===== config.mk =====
export PLATFORM = sky130hd
export DESIGN_NAME = input_conditioner_bank
export DESIGN_NICKNAME = d
export VERILOG_FILES = /design/src/rtl/input_conditioner_bank.sv
export SDC_FILE = /design/constraint.sdc
export NUM_CORES = 1
export LEC_CHECK = 0
export CAP_MARGIN = 10
export CORE_ASPECT_RATIO = 1.25
export CORE_MARGIN = 2
export CORE_UTILIZATION = 49
export DETAILED_ROUTE_END_ITERATION = 10
export GPL_ROUTABILITY_DRIVEN = 0
export PLACE_DENSITY = 0.89
export SLEW_MARGIN = 15
export SYNTH_ARGS = -nofsm -noshare
export SYNTH_HDL_FRONTEND = slang
export SYNTH_SLANG_ARGS = --single-unit

===== constraint.sdc =====
create_clock -name clk -period 2 [get_ports clk]
set_input_delay 0.4 -clock clk [delete_from_list [all_inputs] [get_ports clk]]
set_output_delay 0.4 -clock clk [all_outputs]
set_load 0.05 [all_outputs]

===== src/rtl/input_conditioner_bank.sv =====
// N-channel input conditioner: synchroniser, glitch filter and registered edge pulses.
// Define INPUTCOND_STICKY_EN to add per-channel sticky edge flags (event_pending/event_clr).
module input_conditioner_bank #(
  parameter int   N           = 4,
  parameter int   SYNC_STAGES = 2,
  parameter int   DEBOUNCE    = 4,
  parameter logic INIT        = 1'b0
) (
  input  logic         clk,
  input  logic         reset_n,
  input  logic [N-1:0] sig_in,
  output logic [N-1:0] cond,
  output logic [N-1:0] rising,
  output logic [N-1:0] falling,
  output logic         any_edge,
  output logic [N-1:0] event_pending,
  input  logic [N-1:0] event_clr
);

  localparam int CW = (DEBOUNCE > 1) ? $clog2(DEBOUNCE) : 1;
  localparam logic [CW-1:0] CNT_MAX = CW'(DEBOUNCE - 1);

  logic [N-1:0]  sync_q [SYNC_STAGES];
  logic [N-1:0]  sync_d [SYNC_STAGES];
  logic [N-1:0]  cond_q, cond_d;
  logic [N-1:0]  rising_q, rising_d;
  logic [N-1:0]  falling_q, falling_d;
  logic [CW-1:0] cnt_q [N];
  logic [CW-1:0] cnt_d [N];
  logic [N-1:0]  s;

  assign s = sync_q[SYNC_STAGES-1];

  always_comb begin
    sync_d[0] = sig_in;
    for (int unsigned k = 1; k < SYNC_STAGES; k++) begin
      sync_d[k] = sync_q[k-1];
    end
  end

  // The counter only advances while s differs from cond; any agreement restarts it.
  always_comb begin
    cond_d    = cond_q;
    rising_d  = '0;
    falling_d = '0;
    for (int unsigned i = 0; i < N; i++) begin
      cnt_d[i] = '0;
      if (s[i] != cond_q[i]) begin
        if (cnt_q[i] == CNT_MAX) begin
          cond_d[i]    = s[i];
          rising_d[i]  = s[i];
          falling_d[i] = ~s[i];
        end else begin
          cnt_d[i] = cnt_q[i] + 1'b1;
        end
      end
    end
  end

  always_ff @(posedge clk) begin
    if (!reset_n) begin
      for (int unsigned k = 0; k < SYNC_STAGES; k++) begin
        sync_q[k] <= {N{INIT}};
      end
      for (int unsigned i = 0; i < N; i++) begin
        cnt_q[i] <= '0;
      end
      cond_q    <= {N{INIT}};
      rising_q  <= '0;
      falling_q <= '0;
    end else begin
      for (int unsigned k = 0; k < SYNC_STAGES; k++) begin
        sync_q[k] <= sync_d[k];
      end
      for (int unsigned i = 0; i < N; i++) begin
        cnt_q[i] <= cnt_d[i];
      end
      cond_q    <= cond_d;
      rising_q  <= rising_d;
      falling_q <= falling_d;
    end
  end

  assign cond     = cond_q;
  assign rising   = rising_q;
  assign falling  = falling_q;
  assign any_edge = |(rising_q | falling_q);

`ifdef INPUTCOND_STICKY_EN
  logic [N-1:0] pending_q, pending_d;

  // Set is taken from the pulse next-state so it lands on the same edge as the pulse and beats a clear.
  always_comb begin
    pending_d = (pending_q & ~event_clr) | rising_d | falling_d;
  end

  always_ff @(posedge clk) begin
    if (!reset_n) begin
      pending_q <= '0;
    end else begin
      pending_q <= pending_d;
    end
  end

  assign event_pending = pending_q;
`else
  logic unused_event_clr;
  assign unused_event_clr = ^event_clr;
  assign event_pending    = '0;
`endif

endmodule


**Yosys cells after proc, flatten, opt, wreduce, memory -nomap -nowiden**

Memories as Yosys holds them, arrays and structs flattened.
Index checks and enable logic that the tools add are counted.
W data, S select, Z words.

- $add $sub $neg: 4
- Equality and inequality tests: 8
- Muxes and demuxes: 16
- Bitwise gates (word level): 11
- Reductions and logical operators: 9

Operators with widths:

| cell | number |
|---|---|
| $mux W2 | 12 |
| $reduce_and A3 Y1 | 4 |
| $add A2 B1 Y2 const B | 4 |
| $eq A2 B2 Y1 const B | 4 |
| $mux W4 | 2 |
| $reduce_and A2 Y1 | 4 |
| $or A1 B1 Y1 | 6 |
| $ne A1 B1 Y1 | 4 |
| $not A1 Y1 | 4 |
| $or A4 B4 Y4 | 1 |
| $reduce_or A4 Y1 | 1 |
| $mux W1 | 2 |

- Register bits: 12
- Bits in writable memories: 16
- Word-level logic and storage cells: 62
- Memories: 2

Memory list:

| name | depth | width | rd ports | clocked after Yosys merged registers in | wr ports | line | source |
|---|---|---|---|---|---|---|---|
| cnt_q | 4 | 2 | 4 | 0 | 4 | 28 | `logic [CW-1:0] cnt_q [N];` |
| sync_q | 2 | 4 | 2 | 0 | 2 | 23 | `logic [N-1:0] sync_q [SYNC_STAGES];` |

**Logic depth before layout (Yosys ltp)**

Gate-level depths: netlist of run 1.
An unclocked memory read counts as a cell.

- Word-level depth: 5
- Gate-level depth with buffers: 3

**Worst setup path after synthesis of run 1**

No wires, ideal clock.

- Kind: register to output
- From: reg falling_q[0] (netlist: falling[0])
- To: out any_edge
- Data arrival time: 1.103 ns
- Data required time: 1.600 ns
- Path slack: 0.497 ns
- Stages on the path, launching flop included: 3
- Cell sequence: dfxtp_1 > nor4_1 > nand2_1

- Longest elaborated chain between the ends: 2

RTL lines:

| item | line | source |
|---|---|---|
| start, declared | 27 | `logic [N-1:0] falling_q, falling_d;` |
| start signal, assigned | 80 | `falling_q <= falling_d;` |
| $or A4 B4 Y4 | 87 | `assign any_edge = \|(rising_q \| falling_q);` |
| $reduce_or A4 Y1 | 87 |  |
| end, declared | 15 | `output logic any_edge,` |

Every way passes these cells.

**Worst setup path in the final report of run 1**

- From: reg falling_q[1] (netlist: falling[1])
- To: out falling[1]

RTL lines:

| item | line | source |
|---|---|---|
| end, declared | 14 | `output logic [N-1:0] falling,` |

No word-level cell between the ends.

==> metrics, run 1 <==
status finished clean; Site Rows 18; hold crit path type flop to flop; vias in the first global route 534; biggest fanout along the worst timing path 2; via count 610; clock skew 0.005916 ns; Slowest-stage cell, CP clkdlybuf4s50_1; PD cells 809.3 nW/um2; share of layout cells above drive strength 1 0.08824; Max-Cap Viols 0; Initial DRT Pass Iterations 4; Netlist cell types 15; GR Util All Layers 0.1368; Via density around 5.0; post-synthesis instance total 82; CP cell instances clkdlybuf4s50_1; Reg area 560.5 um2; main flop type after synthesis dfxtp_1; most frequent cells in the layout dfxtp_1 (28), clkdlybuf4s50_1 (13), nor3b_1 (8), and2_1 (8), nand2_1 (5); fmax 524.0 MHz; cell family with the largest share of critical-path delay buffers and inverters; root buf cell clkbuf_4; diode count 0; leakage power 0.4889 nW; clk_lat worst skew roughly 0.33 ns; cell area after synthesis 979.7 um2; H-tree levels 1; largest net degree at the start of global routing 18; # IOs 27; TNS Setup 0 ns; Core ar. 1937 um2; Die Y 53.99 um; #FFs+latches synth 28; YS warnings 0; Starting Density 0.5058; CP Launch Type flop; clk sinks 28; setup ws final 0.09146 ns; drt initial violations 5; wire length per cell between 10 and 15 um; most common cell after layout, fill and taps aside dfxtp_1; Slowest Stage Delay on Critical Path about 0.81 ns; global-route wire length before repair 2.277 mm; Final period util 0.9543; Setup Fix Bufs, Post-CTS 0; Synth area leader dfxtp_1; Setup Crit Path Kind flop to output port; Routed WL around 1.4 mm; Post-route DRC 0; final cell count without fillers 122; cts hold-fix bufs 0; Worst setup EP type output port; Synth top area share 0.5722; Final Util 0.6273; TritonCTS Buffers 3; Mean Syn Cell Area about 12 um2; relative slew slack 0.6629; sequential area share after synthesis 0.5722; NumNets Final 117; Slew @ Worst Pin just over 0.5 ns; number of routed nets with antenna violations 0; die area roughly 2400 um2; min Tclk post-route 1.909 ns; footprint of the multi-input gates 391.6 um2; CTS clk-pin slew, worst paths 0.14 ns; PortBufs 18; pre-CTS WS around 0.2 ns; CTS tree yes; Post-synth EDFFs 0; endpoints failing setup 0; asr flop ratio synth 0; Synth area leaders dfxtp_1 (57%), nor3b_1 (6.1%), and2_1 (5.1%); worst path arrival time about 1.5 ns; RSZ-0062 raised after global routing no; VDD IR max around 0.00045 V; Critical Path RT 1.60 ns; total gr overflow 0; WP buf/inv 1; antenna violations before repair 0; Fin. Hold Viols 0; Placed Instances roughly 120; filler instances 170; area grow syn2layout 24.01%; chip width around 44 um; clk buf depth 2; Slew Limit Fails 0
==> synthesized netlist by cell type (all sizes together), types with 4 or more instances <==
library cell and number:
and4bb 4, ha 4, nand2 5, mux2i 4, nor2b 4, xnor2 4
nor4b 4, dfxtp 28, and2 8, nor3b 8, buf 4
==> routing by layer <==
metal  wire, um  global-route usage  vias to the layer above
met4         48              0.1061                        0
met1        609              0.1518                      272
met3         62             0.02013                        5
met5          0                   0                        -
li1           -                   -                      314
met2        707              0.2328                       19
==> metrics by stage <==
step	hold WS (ns)	power [mW]	instance area, um2
final	0.4415	0.9832	1215
after global routing	0.4541	1.015	1215
after CTS	0.4445	0.9962	1212
after detailed placement	0.4252	0.6328	1165
after global placement	0.4129	0.6306	1165
after floorplan	0.4051	0.6237	991.0
==> flip-flops by register name, summed over array words and instances (netlist names) <==
register and count:
falling 4, sync_q 8, cond 4, cnt_q 8
rising 4
==> final timing paths <==
| path | start | end | slack, ns | cells after the start |
|---|---|---|---|---|
| worst max-delay path | falling[1] | falling[1] | 0.09 | 1 |
| worst min-delay path | cnt_q[1][0] | cnt_q[1][0] | 0.44 | 1 |
| worst max register to register | cnt_q[3][0] | cnt_q[3][0] | 0.94 | 2 |
| worst min register to register | cnt_q[1][0] | cnt_q[1][0] | 0.44 | 1 |
==> power breakdown <==
part           leakage (nW)  internal [mW]  switching (mW)  total (mW)
combinational         0.233         0.0203          0.0262      0.0465
clock                0.0279          0.203           0.160       0.363
sequential            0.228          0.568         0.00573       0.574
==> cell families (layout without fill, tap and decap cells) <==
kind of cell             after synthesis  in the layout  synth area share
other                                  1              4          0.003828
flip-flops                            28             28            0.5722
adder cells (fa/ha/maj)                4              4           0.05109
XOR/XNOR                               4              4           0.03576
AND/OR/NAND/NOR                       35             35            0.2567
buffers and inverters                  6             23           0.03958
multiplexers                           4              4           0.04087
==> cell type report <==
cell class,instances,area share
clock buffers,3,0.01854
clock inverters,1,0.02472
multi-input cells,51,0.3223
well taps,20,0.02060
repair buffers,19,0.1524
flip-flops and latches,28,0.4614
==> repair_timing <==
action | in CTS | in global routing
resized for setup | 4 | 1
gates cloned | 0 | 0
pin swaps | 0 | 0
setup endpoints to repair | 4 | 1
No activity file was read; power rests on OpenSTA's default activity.
==> run 2, diff against run 1 <==
--- a/config.mk
+++ b/config.mk
@@ -11,6 +11,7 @@
 export CORE_UTILIZATION = 49
 export DETAILED_ROUTE_END_ITERATION = 10
 export GPL_ROUTABILITY_DRIVEN = 0
+export GPL_TIMING_DRIVEN = 0
 export PLACE_DENSITY = 0.89
 export SLEW_MARGIN = 15
 export SYNTH_ARGS = -nofsm -noshare
==> run 2 against run 1 <==
- utilization up 2.0 points
- sequential share of layout area down 1.4 points
- wire length up 1.2%
- design area up 3.2%
- worst setup slack better by 0.011 ns
- worst hold slack about the same
- critical path type unchanged
- cell count up 4.1%
- register-to-register slack better by 0.08 ns
- critical path depth unchanged
- via count up 4.3%
- first-iteration DRC count down 40%
- highest routed layer unchanged
==> metrics, run 2 (synthesis gave the netlist of run 1 again) <==
status finished clean; antenna violations before repair 0 (unchanged); Final period util 0.9489 (-0.005372); VDD IR max 0.0004828 V (+7.8%); Initial DRT Pass Iterations 2 (-2); CP cell instances clkdlybuf4s50_1; hold crit path type flop to flop; via count 636 (+4.3%); filler instances 149 (-12%); busiest layer in global routing met2; footprint of the multi-input gates 391.6 um2 (unchanged); pre-CTS WS 0.1796 ns (-0.02508 ns); RR Endpoint cond[2]; Slowest Stage Delay on Critical Path 0.81 ns (about the same); cell family with the largest share of critical-path delay buffers and inverters; CP Launch Type flop; setup ws final 0.1022 ns (+0.01074 ns); H-tree levels 1 (unchanged); CTS tree yes; GRT met1 Usage 0.1577 (+0.005909); largest net degree at the start of global routing 17 (-1); hold_sp cnt_q[3][0]; wire length per cell 11.39 um (-2.8%); Post-DP HPWL 1.118 mm; final instance area 1254 um2 (+3.2%); Core ar. 1937 um2 (unchanged); min Tclk post-route 1.898 ns (-0.01074 ns); root buf cell clkbuf_4; clk_lat worst skew 0.32 ns (about the same); endpoints failing setup 0 (unchanged); Slew @ Worst Pin 0.5026 ns (-0.001422 ns); worst path arrival time 1.50 ns (about the same); GR Util All Layers 0.1403 (+0.003410); Fin. Hold Viols 0 (unchanged); M2 GR Usage 0.2451 (+0.01225); RSZ-0062 raised after global routing no; relative slew slack 0.6644 (+0.001453); most frequent cells in the layout dfxtp_1 (28), clkdlybuf4s50_1 (13), nor3b_1 (8), and2_1 (8), nand2_1 (5); Critical Path RT 1.60 ns (about the same); biggest fanout along the worst timing path 2 (unchanged); WHS Endpoint cnt_q[3][0]; Worst R2R Setup Slack 1.02 ns (+0.08 ns); clk sinks 28 (unchanged); PortBufs 18 (unchanged); top flop regs cnt_q (8), sync_q (8); final cell count without fillers 127 (+4.1%); Worst Hold Depth 1 (unchanged); clk buf depth 2 (unchanged); vias in the first global route 586 (+9.7%); clock skew 0.005026 ns (-0.0008905 ns); CTS clk-pin slew, worst paths 0.14 ns (about the same); R2R depth 3 (+1); Placement Cell Area 1196 um2 (+2.7%); share of layout cells above drive strength 1 0.1215 (+0.03326); Site Rows 18 (unchanged); drt initial violations 3 (-2); Die Y 53.99 um (unchanged); Via density 5.008 (+0.16%); total gr overflow 0 (unchanged); area grow syn2layout 27.97%; Max-Cap Viols 0 (unchanged); Setup Crit Path Kind flop to output port; R2R Path Start cnt_q[2][0]; chip width 44.00 um (unchanged); diode count 0 (unchanged); cts hold-fix bufs 0 (unchanged); WP buf/inv 1 (unchanged); met3 usage in global routing 0.02013 (unchanged); Setup Fix Bufs, Post-CTS 0 (unchanged); TNS Setup 0 ns (unchanged); die area 2375 um2 (unchanged); leakage power 0.5391 nW (+10%); Slew Limit Fails 0 (unchanged); TritonCTS Buffers 3 (unchanged); NumNets Final 122 (+4.3%); global-route wire length before repair 2.408 mm (+5.8%); Worst setup EP type output port; most common cell after layout, fill and taps aside dfxtp_1; # IOs 27 (unchanged); Slowest-stage cell, CP clkdlybuf4s50_1; Routed WL 1.446 mm (+1.2%); fmax 526.9 MHz (+0.57%); PD cells 785.9 nW/um2 (-2.9%); Reg area 560.5 um2 (unchanged); number of routed nets with antenna violations 0 (unchanged); Starting Density 0.5058 (unchanged); Placed Instances 123 (+4.2%); Post-route DRC 0 (unchanged)
## run 2: final cells by class
type                            count  share of cell area
Sequential cell                    28              0.4471
Multi-Input combinational cell     51              0.3124
Timing Repair Buffer               18              0.1477
Buffer                              6             0.03094
Clock inverter                      1             0.02395
Tap cell                           20             0.01996
Clock buffer                        3             0.01796
## run 2: worst max-delay path by stage
stage | start | endpoint | cells past startpoint
after CTS | cond[3] | cond[3] | 1
after detailed placement | falling[0] | any_edge | 3
after floorplan | falling[0] | any_edge | 2
final | rising[0] | rising[0] | 1
after global placement | falling[0] | any_edge | 3
after global routing | falling[0] | any_edge | 3
## run 2: where the power goes
| group | switching [mW] | internal (mW) | leakage, nW |
|---|---|---|---|
| logic | 0.0282 | 0.0255 | 0.284 |
| registers | 0.00550 | 0.568 | 0.228 |
| clock network | 0.156 | 0.203 | 0.0279 |
| total | 0.189 | 0.796 | 0.539 |
## run 2: metal layers
layer,up-vias,part of all wire
met1,291,0.44
met4,0,0.0083
met5,-,0
met2,14,0.51
met3,2,0.038
li1,329,-
## run 2: what timing repair did
item | 4_1_cts | 5_1_grt
pin swaps | 0 | 0
gates resized for setup | 2 | 3
endpoints found under the setup margin | 2 | 3
## run 2: through the flow
step / hold WS (ns) / util / power, mW
6_report: 0.4419 / 0.6473 / 0.9853
5_1_grt: 0.4585 / 0.6473 / 1.021
4_1_cts: 0.4458 / 0.6434 / 0.9966
3_5_place_dp: 0.4236 / 0.6176 / 0.6397
3_3_place_gp: 0.4130 / 0.6176 / 0.6372
2_1_floorplan: 0.4051 / - / 0.6237
## run 2: worst reg2reg max path, stage by stage, from the launching register on
cell     delay (ns)
dfxtp_1        0.36
ha_1           0.22
mux2i_1        0.23
nor2b_1        0.08
==> run 3, diff against run 2 <==
--- a/config.mk
+++ b/config.mk
@@ -7,7 +7,6 @@
 export LEC_CHECK = 0
 export CAP_MARGIN = 10
 export CORE_ASPECT_RATIO = 1.25
-export CORE_MARGIN = 2
 export CORE_UTILIZATION = 49
 export DETAILED_ROUTE_END_ITERATION = 10
 export GPL_ROUTABILITY_DRIVEN = 0
==> run 3 against run 2 <==
- clock-buffer cell count unchanged
- global-route usage is 1.2 points higher
- sequential cell count is the same
- worst hold slack about the same
- clock skew fell by 0.0011 ns
- largest cell class unchanged
- highest routed layer unchanged
- utilization is 2.3 points higher
==> metrics, run 3 (synthesis gave the netlist of run 1 again) <==
status finished clean; Sw Ratio 0.2162 (+0.02402); TritonCTS Buffers 3 (unchanged); Worst Hold Depth 1 (unchanged); worst path arrival time 1.49 ns (about the same); filler instances 146 (-2.0%); CTS tree yes; drt initial violations 8 (+5); top flop regs cnt_q (8), sync_q (8); footprint of the multi-input gates 391.6 um2 (unchanged); number of routed nets with antenna violations 0 (unchanged); Post-route DRC 0 (unchanged); Max-Cap Viols 0 (unchanged); hold_sp cnt_q[2][0]; clock share of power 0.259 (-0.105); Routed WL 1.470 mm (+1.7%); endpoints failing setup 0 (unchanged); CP Launch Type flop; total gr overflow 0 (unchanged); Final period util 0.9435 (-0.005419); Via density 5.000 (-0.16%); wire length per cell 11.76 um (+3.3%); Core ar. 1829 um2 (-5.6%); Reg power frac 0.677 (+0.095); die area 2183 um2 (-8.1%); cell family with the largest share of critical-path delay buffers and inverters; clk_lat worst skew 0.31 ns (about the same); Post-DP HPWL 1.131 mm (+1.2%); relative slew slack 0.6662 (+0.001807); Placement Cell Area 1195 um2 (-0.10%); R2R depth 3 (unchanged); most common cell after layout, fill and taps aside dfxtp_1; hold crit path type flop to flop; Critical Path RT 1.60 ns (about the same); PD cells 690.6 nW/um2 (-12%); Worst setup EP type output port; min Tclk post-route 1.887 ns (-0.01084 ns); clock skew 0.003890 ns (-0.001136 ns); H-tree levels 1 (unchanged); cts hold-fix bufs 0 (unchanged); Internal 663.7 uW (-17%); Slowest-stage cell, CP clkdlybuf4s50_1; Starting Density 0.5356 (+0.02975); clk sinks 28 (unchanged); NumNets Final 122 (unchanged); global-route wire length before repair 2.490 mm (+3.4%); Net Sw Power 183.0 uW (-3.3%); RSZ-0062 raised after global routing no; Comb pwr share 0.063 (+0.008); vias in the first global route 597 (+1.9%); R2R Path Start cnt_q[0][0]; Slew @ Worst Pin 0.4999 ns (-0.002707 ns); # IOs 27 (unchanged); Die Y 51.99 um (-3.7%); PortBufs 18 (unchanged); diode count 0 (unchanged); Worst R2R Setup Slack 1.03 ns (about the same); Power Total 846.7 uW (-14%); root buf cell clkbuf_4; final instance area 1226 um2 (-2.2%); fmax 530.0 MHz (+0.57%); Slew Limit Fails 0 (unchanged); RR Endpoint rising[0]; Initial DRT Pass Iterations 2 (unchanged); via count 625 (-1.7%); TNS Setup 0 ns (unchanged); Slowest Stage Delay on Critical Path 0.81 ns (about the same); leakage power 0.5388 nW (about the same); antenna violations before repair 0 (unchanged); CTS clk-pin slew, worst paths 0.14 ns (about the same); Reg area 560.5 um2 (unchanged); Site Rows 17 (-1); biggest fanout along the worst timing path 2 (unchanged); share of layout cells above drive strength 1 0.1132 (-0.008288); VDD IR max 0.0005349 V (+11%); Setup Crit Path Kind flop to output port; area grow syn2layout 25.16%; WHS Endpoint cnt_q[2][0]; chip width 42.00 um (-4.5%); CP cell instances clkdlybuf4s50_1; clk buf depth 2 (unchanged); most frequent cells in the layout dfxtp_1 (28), clkdlybuf4s50_1 (13), nor3b_1 (8), and2_1 (8), nand2_1 (5); Fin. Hold Viols 0 (unchanged); WP buf/inv 1 (unchanged); largest net degree at the start of global routing 15 (-2); GR Util All Layers 0.1519 (+0.01160)
## run 3: cell types whose count changed in the layout (fill, tap and decap cells not counted)
cell            change
dlymetal6s2s_1      +1
dlygate4sd2_1       -1
bufinv_16           -1
## run 3: worst max path at each step
stage / from / end / slack (ns) / cells past startpoint
2_1_floorplan: falling[0] / any_edge / 0.50 / 2
3_3_place_gp: falling[0] / any_edge / 0.27 / 3
3_5_place_dp: falling[2] / any_edge / 0.22 / 3
4_1_cts: cond[1] / cond[1] / 0.02 / 1
5_1_grt: falling[2] / any_edge / 0.02 / 3
6_report: falling[1] / falling[1] / 0.11 / 1
## run 3: metal layers
layer  GRT usage  wire [um]
met3     0.02431         67
met5           0          0
met4     0.08065         16
met1      0.1838        657
met2      0.2578        728
## run 3: power by group through the flow
stage,combinational [mW],clock (mW),sequential (mW)
CTS,0.0540,0.219,0.573
global placement,0.0524,0,0.585
floorplan,0.0393,0,0.584
detailed placement,0.0538,0,0.586
finish,0.0537,0.220,0.573
global route,0.0580,0.251,0.575
## run 3: per-stage QoR
stage	hold slack, ns	util	worst slack [ns]	std cells
after floorplan	0.4051	-	0.4975	85
after global placement	0.4131	0.6532	0.2714	122
after detailed placement	0.4206	0.6532	0.2231	122
after CTS	0.4416	0.6648	0.02045	125
after global routing	0.4620	0.6703	0.01997	125
final	0.4419	0.6703	0.1130	125
## run 3: repair_timing
| item | CTS | global route |
|---|---|---|
| setup buffers | 0 | 0 |
| gates cloned | 0 | 0 |
| setup endpoints to repair | 1 | 4 |
| resized for setup | 1 | 4 |
## run 3: final cells by class
type,instances,share of cell area
flip-flops and latches,28,0.4571
multi-input cells,51,0.3194
repair buffers,18,0.1541
plain buffers,6,0.03163
well taps,19,0.01939
clock buffers,3,0.01837
